==> config.mk <==
export PLATFORM = sky130hd
export DESIGN_NAME = uart_packet_engine
export DESIGN_NICKNAME = d
export VERILOG_FILES = /design/src/rtl/uart_packet_engine.sv
export SDC_FILE = /design/constraint.sdc
export NUM_CORES = 2
export LEC_CHECK = 0
export BUFFER_PORTS_ARGS = -buffer_cell sky130_fd_sc_hd__clkbuf_2
export CORE_ASPECT_RATIO = 0.9
export CORE_MARGIN = 10
export CORE_UTILIZATION = 30
export DETAILED_ROUTE_END_ITERATION = 10
export PLACE_DENSITY = 0.46
export SYNTH_ARGS = -nofsm -noshare
export SYNTH_HDL_FRONTEND = slang
export SYNTH_SLANG_ARGS = --single-unit
==> constraint.sdc <==
create_clock -name clk -period 7.2 [get_ports clk]
set_input_delay 1.44 -clock clk [delete_from_list [all_inputs] [get_ports clk]]
set_output_delay 1.44 -clock clk [all_outputs]
set_load 0.01 [all_outputs]
==> src/rtl/uart_packet_engine.sv <==
// rtl/uart_packet_engine.sv - framed UART command engine: echo, or ADD/MUL reduction of N operands
//
// Purpose:
//   Parses packets of {opcode, reserved, len_lo, len_hi, payload...} from the RX
//   byte stream. len counts the whole packet, including the 4 header bytes.
//   ECHO packets return their payload. ADD/MUL packets reduce the little-endian
//   operands into an accumulator and return status 8'h00 followed by the result,
//   MSB first. Malformed packets are drained and answered with ERR_CODE.
//
// Ports:
//   clk, rst_n          clock, asynchronous active-low reset
//   data_i/valid_i      RX byte stream in, ready_o is the engine's accept
//   data_o/valid_o      TX byte stream out, ready_i is the sink's accept
//   busy_o              high whenever a packet is in progress (state != OPCODE)
//   err_o               one-cycle pulse when an error status byte is issued
//   state_o             current state encoding, for debug
module uart_packet_engine #(
  parameter int         OPERAND_BYTES = 4,
  parameter int         RESULT_BYTES  = 8,
  parameter logic [7:0] OP_ECHO       = 8'hEC,
  parameter logic [7:0] OP_ADD        = 8'hAD,
  parameter logic [7:0] OP_MUL        = 8'hA1,
  parameter logic [7:0] ERR_CODE      = 8'hEE
) (
  input  logic       clk,
  input  logic       rst_n,
  input  logic [7:0] data_i,
  input  logic       valid_i,
  output logic       ready_o,
  output logic [7:0] data_o,
  output logic       valid_o,
  input  logic       ready_i,
  output logic       busy_o,
  output logic       err_o,
  output logic [3:0] state_o
);

  localparam int          OW       = 8 * OPERAND_BYTES;
  localparam int          AW       = 8 * RESULT_BYTES;
  localparam logic [15:0] OPB      = 16'(OPERAND_BYTES);
  localparam logic [3:0]  OP_LAST  = 4'(OPERAND_BYTES - 1);
  localparam logic [3:0]  RES_LAST = 4'(RESULT_BYTES);
  localparam logic [3:0]  RES_TOP  = 4'(RESULT_BYTES - 1);

  typedef enum logic [2:0] {
    S_OPCODE  = 3'd0,
    S_RSVD    = 3'd1,
    S_LEN_LO  = 3'd2,
    S_LEN_HI  = 3'd3,
    S_ECHO    = 3'd4,
    S_OPERAND = 3'd5,
    S_DRAIN   = 3'd6,
    S_RESP    = 3'd7
  } state_t;

  state_t          r_state;
  state_t          w_next;
  logic [7:0]      r_opcode;
  logic [7:0]      r_len_lo;
  logic [15:0]     r_len;
  logic [15:0]     r_cnt;
  logic            r_err;
  logic [OW-1:0]   r_opnd;
  logic [3:0]      r_op_idx;
  logic            r_op_pend;
  logic            r_first;
  logic [AW-1:0]   r_acc;
  logic [3:0]      r_resp_idx;
  logic [7:0]      r_data_o;
  logic            r_valid_o;
  logic            r_err_o;

  logic            w_ready;
  logic            w_rx;
  logic            w_tx;
  logic [15:0]     w_len_full;
  logic [15:0]     w_payload;
  logic [15:0]     w_cnt_next;
  logic            w_is_arith;
  logic            w_is_echo;
  logic            w_hdr_err;
  logic            w_last_rx;
  logic [3:0]      w_resp_last;
  logic [3:0]      w_byte_sel;
  logic [7:0]      w_acc_byte;
  logic [OW-1:0]   w_opnd_shift;
  logic [AW-1:0]   w_opnd_ext;
  logic            w_to_opcode;

  assign w_rx        = valid_i & w_ready;
  assign w_tx        = r_valid_o & ready_i;
  assign w_len_full  = {data_i, r_len_lo};
  assign w_payload   = w_len_full - 16'd4;
  assign w_cnt_next  = r_cnt + 16'd1;
  assign w_is_arith  = (r_opcode == OP_ADD) | (r_opcode == OP_MUL);
  assign w_is_echo   = (r_opcode == OP_ECHO);
  assign w_last_rx   = (w_cnt_next == r_len);
  assign w_resp_last = r_err ? 4'd0 : RES_LAST;

  // Header validation, evaluated while the length MSB is on data_i.
  assign w_hdr_err = (w_len_full < 16'd4) | ~(w_is_arith | w_is_echo) |
                     (w_is_arith & ((w_payload == 16'd0) | ((w_payload % OPB) != 16'd0)));

  // New bytes enter at the top so the first byte ends up as the operand LSB.
  assign w_opnd_shift = (r_opnd >> 8) | (OW'(data_i) << (OW - 8));
  assign w_opnd_ext   = AW'(r_opnd);

  // r_resp_idx names the byte currently held on data_o (0 = status); the byte
  // loaded on a transfer is the next one, taken MSB first from the accumulator.
  assign w_byte_sel = RES_TOP - r_resp_idx;
  assign w_acc_byte = 8'(r_acc >> {w_byte_sel, 3'b000});

  assign w_to_opcode = (r_state != S_OPCODE) && (w_next == S_OPCODE);

  assign ready_o = w_ready;
  assign data_o  = r_data_o;
  assign valid_o = r_valid_o;
  assign err_o   = r_err_o;
  assign busy_o  = (r_state != S_OPCODE);
  assign state_o = {1'b0, r_state};

  always_ff @(posedge clk or negedge rst_n) begin
    if (!rst_n) r_state <= S_OPCODE;
    else        r_state <= w_next;
  end

  always_comb begin
    w_next  = r_state;
    w_ready = 1'b0;
    case (r_state)
      S_OPCODE: begin
        w_ready = 1'b1;
        if (valid_i) w_next = S_RSVD;
      end
      S_RSVD: begin
        w_ready = 1'b1;
        if (valid_i) w_next = S_LEN_LO;
      end
      S_LEN_LO: begin
        w_ready = 1'b1;
        if (valid_i) w_next = S_LEN_HI;
      end
      S_LEN_HI: begin
        w_ready = 1'b1;
        if (valid_i) begin
          // The header is 4 bytes, so after this byte cnt == 4.
          if (w_hdr_err)                   w_next = (w_len_full > 16'd4) ? S_DRAIN : S_RESP;
          else if (w_is_echo)              w_next = (w_len_full == 16'd4) ? S_OPCODE : S_ECHO;
          else                             w_next = S_OPERAND;
        end
      end
      S_ECHO: begin
        // Once the whole packet is in, stop accepting so the next packet's
        // opcode is not swallowed while the last echo byte drains.
        w_ready = (r_cnt != r_len) & (~r_valid_o | ready_i);
        if ((r_cnt == r_len) && (!r_valid_o || ready_i)) w_next = S_OPCODE;
      end
      S_OPERAND: begin
        w_ready = 1'b1;
        if (valid_i && w_last_rx) w_next = S_RESP;
      end
      S_DRAIN: begin
        w_ready = 1'b1;
        if (valid_i && w_last_rx) w_next = S_RESP;
      end
      S_RESP: begin
        w_ready = 1'b0;
        if (w_tx && (r_resp_idx == w_resp_last)) w_next = S_OPCODE;
      end
      default: w_next = S_OPCODE;
    endcase
  end

  always_ff @(posedge clk or negedge rst_n) begin
    if (!rst_n) begin
      r_opcode   <= 8'd0;
      r_len_lo   <= 8'd0;
      r_len      <= 16'd0;
      r_cnt      <= 16'd0;
      r_err      <= 1'b0;
      r_opnd     <= '0;
      r_op_idx   <= 4'd0;
      r_op_pend  <= 1'b0;
      r_first    <= 1'b1;
      r_acc      <= '0;
      r_resp_idx <= 4'd0;
      r_data_o   <= 8'd0;
      r_valid_o  <= 1'b0;
      r_err_o    <= 1'b0;
    end else begin
      r_err_o <= 1'b0;

      // A completed operand folds into the accumulator one cycle later; the
      // earliest RESP byte that reads the accumulator is two cycles out.
      if (r_op_pend) begin
        r_op_pend <= 1'b0;
        r_first   <= 1'b0;
        if (r_first)                 r_acc <= w_opnd_ext;
        else if (r_opcode == OP_MUL) r_acc <= r_acc * w_opnd_ext;
        else                         r_acc <= r_acc + w_opnd_ext;
      end

      if (w_rx) r_cnt <= w_cnt_next;

      case (r_state)
        S_OPCODE: if (w_rx) r_opcode <= data_i;
        S_LEN_LO: if (w_rx) r_len_lo <= data_i;
        S_LEN_HI: if (w_rx) begin
          r_len <= w_len_full;
          r_err <= w_hdr_err;
        end
        S_ECHO: begin
          if (w_rx) begin
            r_data_o  <= data_i;
            r_valid_o <= 1'b1;
          end else if (w_tx) begin
            r_valid_o <= 1'b0;
          end
        end
        S_OPERAND: if (w_rx) begin
          r_opnd <= w_opnd_shift;
          if (r_op_idx == OP_LAST) begin
            r_op_idx  <= 4'd0;
            r_op_pend <= 1'b1;
          end else begin
            r_op_idx <= r_op_idx + 4'd1;
          end
        end
        S_RESP: begin
          if (!r_valid_o) begin
            r_data_o  <= r_err ? ERR_CODE : 8'h00;
            r_valid_o <= 1'b1;
            r_err_o   <= r_err;
          end else if (ready_i) begin
            if (r_resp_idx == w_resp_last) begin
              r_valid_o <= 1'b0;
            end else begin
              r_resp_idx <= r_resp_idx + 4'd1;
              r_data_o   <= w_acc_byte;
            end
          end
        end
        default: ;
      endcase

      if (w_to_opcode) begin
        r_cnt      <= 16'd0;
        r_err      <= 1'b0;
        r_acc      <= '0;
        r_first    <= 1'b1;
        r_op_idx   <= 4'd0;
        r_resp_idx <= 4'd0;
      end
    end
  end

endmodule

==> key figures <==
Run status
  – Status: complete, but fails checks
  – Failing checks: negative setup slack

Worst hold path
  – Hold EP: data_o[1]
  – Hold Crit Start: data_o[1]
  – Worst Hold Class: reg -> reg
  – Hold path depth: 2

Drt
  – Drt total wl: roughly 200000 um
  – Metal3 WL: between 10000 and 15000 um
  – DR top layer: met5
  – 1st-iter DRT viols: 3071
  – Detail Route Antenna Nets: 0
  – DR vias/cell: 4.795
  – Vias: 44190
  – Drt wl/cell: 22.02 um
  – Met2 routed WL: 92560 um
  – DR pass1 iterations: 6
  – Met1 Wirelength: about 93000 um
  – Remaining DRCs: 0

GRT
  – Pin count of the biggest net entering global routing: 60
  – Global route total overflow: 0
  – Global-route wire length before repair: 311100 um
  – Initial antenna violation count: 13
  – Number of global-route vias before repair: 48010
  – Tot GR Track Use: approximately 20%

Die
  – Rows: 151
  – Die area: 206600 um2
  – Die Y: 432.2 um
  – Io pins: 28
  – Total core area: ~190000 um2
  – Die W: roughly 480 um
  – Starting Density: a little under a third

Timing
  – Final WS setup: -636.0 ps
  – Setup-failing EPs final: 42
  – Endpoints failing hold: 0
  – Final Max Slew Viols: 0
  – RSZ-0062 raised after global routing: true
  – Max Fclk: 127.6 MHz
  – Min cycle time layout: approximately 7800 ps
  – Slew @ Worst Pin: 1389 ps
  – Slew headroom: 7.224%
  – Fin crit share: 108.8%
  – Worst Clk Skew: 21.32 ps

Power
  – Pwr/cell area: 321.1 nW/um2
  – Maximum VDD drop: 0.2907 mV
  – Sw frac: 54.49%
  – Switching power total: 0.01175 W
  – Gate power share: 87.3%
  – Pint: 0.009815 W
  – Tot Pwr: 0.02157 W
  – Register share of total power: 8.2%
  – Leak: 33.10 nW
  – Clock share of power: 4.6%

Yosys
  – Top cells by area, synth: fa_1, inv_1, dfrtp_1, nand2_1, and2_1
  – Largest family of logic cells by synthesized area: adder cells
  – Synth Register Bits: 168
  – Post-synthesis sequential area ratio: under 10%
  – Post-synthesis xor/xnor area fraction: 2.861%
  – Post-synthesis simple-gate area fraction: 17.10%
  – Mux share of post-synthesis cell area: under 10%
  – YS warnings: 0
  – Mapped Nets: roughly 7900
  – Synth Area in Compound Gates: 5.997%
  – Ys flop type: dfrtp_1
  – Count of cell types in the netlist: 96
  – Cell area after synthesis: 56630 um2
  – Adder-cell area share of the yosys netlist: 52.62%
  – Yosys top cell by area: fa_1
  – Syn Inst Count: ~6300
  – Number of enable flip-flop cells after synthesis: 0
  – Post-synth ARST share: 100.0%
  – Average size of a mapped cell: slightly below 9 um2
  – Yosys top cell area share: 48.40%

Setup path
  – Worst path required time: 7550 ps
  – Reg2Reg Setup Slack: -640 ps
  – R2R cell count: 28
  – CP Capture Type: flop
  – FF-to-FF End: r_acc[61]
  – Startpoint Class: flop
  – Slowest stage delay, CP: 590 ps
  – Crit path max fanout: 5
  – Instance count on the critical path: 28
  – WS Path Type: reg -> reg
  – Reg-to-reg startpoint: r_acc[14]
  – CP bufs+invs: 7
  – CP arrival: 8190 ps
  – CP dominant cell by count: fa_1
  – Worst setup startpoint: r_acc[14]
  – CP max stage cell: fa_2
  – Family with the most delay on the worst path: adder cells

Flow run
  – Max Cap Viol: 0

Clock network
  – Clock transition at path regs: 80 ps
  – CTS tree: done
  – Clk_lat worst skew: 520 ps
  – Max Buffers Root-to-Sink: 2
  – H-tree levels: 4
  – Root buf cell: clkbuf_16
  – CTS sink count: 168
  – Num CTS Buffers: 17

Place
  – Setup WS pre-CTS: -943.0 ps
  – Post-placement cell area: 64800 um2
  – I/O Buffers: 26
  – Dpl hpwl: 168400 um
  – Cells after DPL: 9141
  – RePlAce Congestion: approximately 0.92

Cells and area
  – Layout cells sized above 1: between 10% and 20%
  – Layout area overhead: 18.60%
  – Post-layout instance area: 67160 um2
  – Post-Layout Cell Count: 9216
  – Nets@finish: 8250
[timing repair]
| item | CTS | global route |
|---|---|---|
| setup endpoints to repair | 46 | 48 |
| gates cloned | 0 | 2 |
| pin swaps | 101 | 83 |
| gates resized for setup | 158 | 137 |
| buffers inserted | 35 | 25 |
| hold buffers | 0 | 0 |
[state kept, by name, summed over array words and instances (netlist names)]
signal / count
r_len_lo: 8
r_op_idx: 4
r_resp_idx: 4
data_o: 8
r_opcode: 8
r_acc: 64
r_opnd: 32
r_err: 1
r_op_pend: 1
err_o: 1
r_cnt: 16
r_state: 3
valid_o: 1
r_first: 1
r_len: 16
[cells by family (layout without fill, tap and decap cells)]
logic type      after synthesis  count (layout)
xor+xnor                    185             185
compound gates              523             523
fa+ha+maj                  1560            1560
simple gates               2038            2038
other cells                   1               3
mux                         108             108
flops                       168             168
buf+inv                    1742            2107
[layout by cell type, fill, tap and decap left out, types with 25 or more instances in the layout]
cell type,n
dfrtp_1,127
dfrtp_2,37
buf_12,107
clkbuf_2,25
nand2_1,1069
nand4_1,26
inv_1,1323
buf_4,570
o21ai_0,88
a21o_1,50
nor3_1,28
ha_4,25
buf_6,39
a21oi_1,131
mux2_2,71
fa_1,1333
nand3_1,41
o21ai_1,31
xnor2_1,93
and2_1,585
ha_1,160
xor2_1,71
fa_2,36
nor2_1,134
[tightest hold or removal path: stages, from the launching register on]
cell,delay (ps)
dfrtp_1,350
nand2_1,40
o21ai_0,60
[layer usage]
| metal | track usage [%] | up-vias |
|---|---|---|
| li1 | - | 19330 |
| met1 | 28.82 | 23350 |
| met2 | 31.69 | 1289 |
| met3 | 2.503 | 215 |
| met4 | 3.514 | 4 |
| met5 | 0 | - |
[layout make-up]
cell class	instances	area, um2
Antenna cell	2	5.005
Sequential cell	168	4263
Tap cell	2524	3158
Clock inverter	11	113.9
Timing Repair Buffer	747	7094
Fill cell	19270	120800
Inverter	1329	4989
Multi-Input combinational cell	4415	47090
Clock buffer	20	446.7
[stage by stage]
stage | util, % | TNS [ps] | hold slack [ps]
2_1_floorplan | - | -197.1 | 463.6
3_3_place_gp | 34.47 | -27610 | 472.2
3_5_place_dp | 34.47 | -26050 | 478.6
4_1_cts | 35.30 | -18370 | 495.3
5_1_grt | 35.72 | -25980 | 523.8
6_report | 35.72 | -17210 | 490.8
[cell usage after synthesis, drive strengths merged (21+ instances only)]
library cell,instances
mux2i,21
mux2,71
ha,191
xnor2,108
a21oi,158
nand2,1084
and3,22
nor2,139
nand4,26
a211oi,22
inv,1329
and2,591
o21ai,130
dfrtp,167
buf,26
nor3,33
fa,1369
a21o,50
a31oi,24
clkbuf,387
nand3,43
xor2,77
nand2b,22
[power groups by stage]
| stage | Clock (W) | Combinational, W | Sequential (W) |
|---|---|---|---|
| after floorplan | 0 | 0.00889 | 0.00151 |
| after global placement | 0 | 0.0172 | 0.00179 |
| after detailed placement | 0 | 0.0171 | 0.00180 |
| after CTS | 0.00101 | 0.0181 | 0.00178 |
| after global routing | 0.00103 | 0.0203 | 0.00180 |
| final | 0.000985 | 0.0188 | 0.00176 |
[how the worst max path moves through the flow]
stage	to	slack (ps)
detailed placement	r_acc[63]	-940
global route	r_acc[61]	-830
CTS	r_acc[63]	-700
finish	r_acc[61]	-640
floorplan	r_acc[62]	-90
global placement	r_acc[62]	-990
No activity file was read; power rests on OpenSTA's default activity.
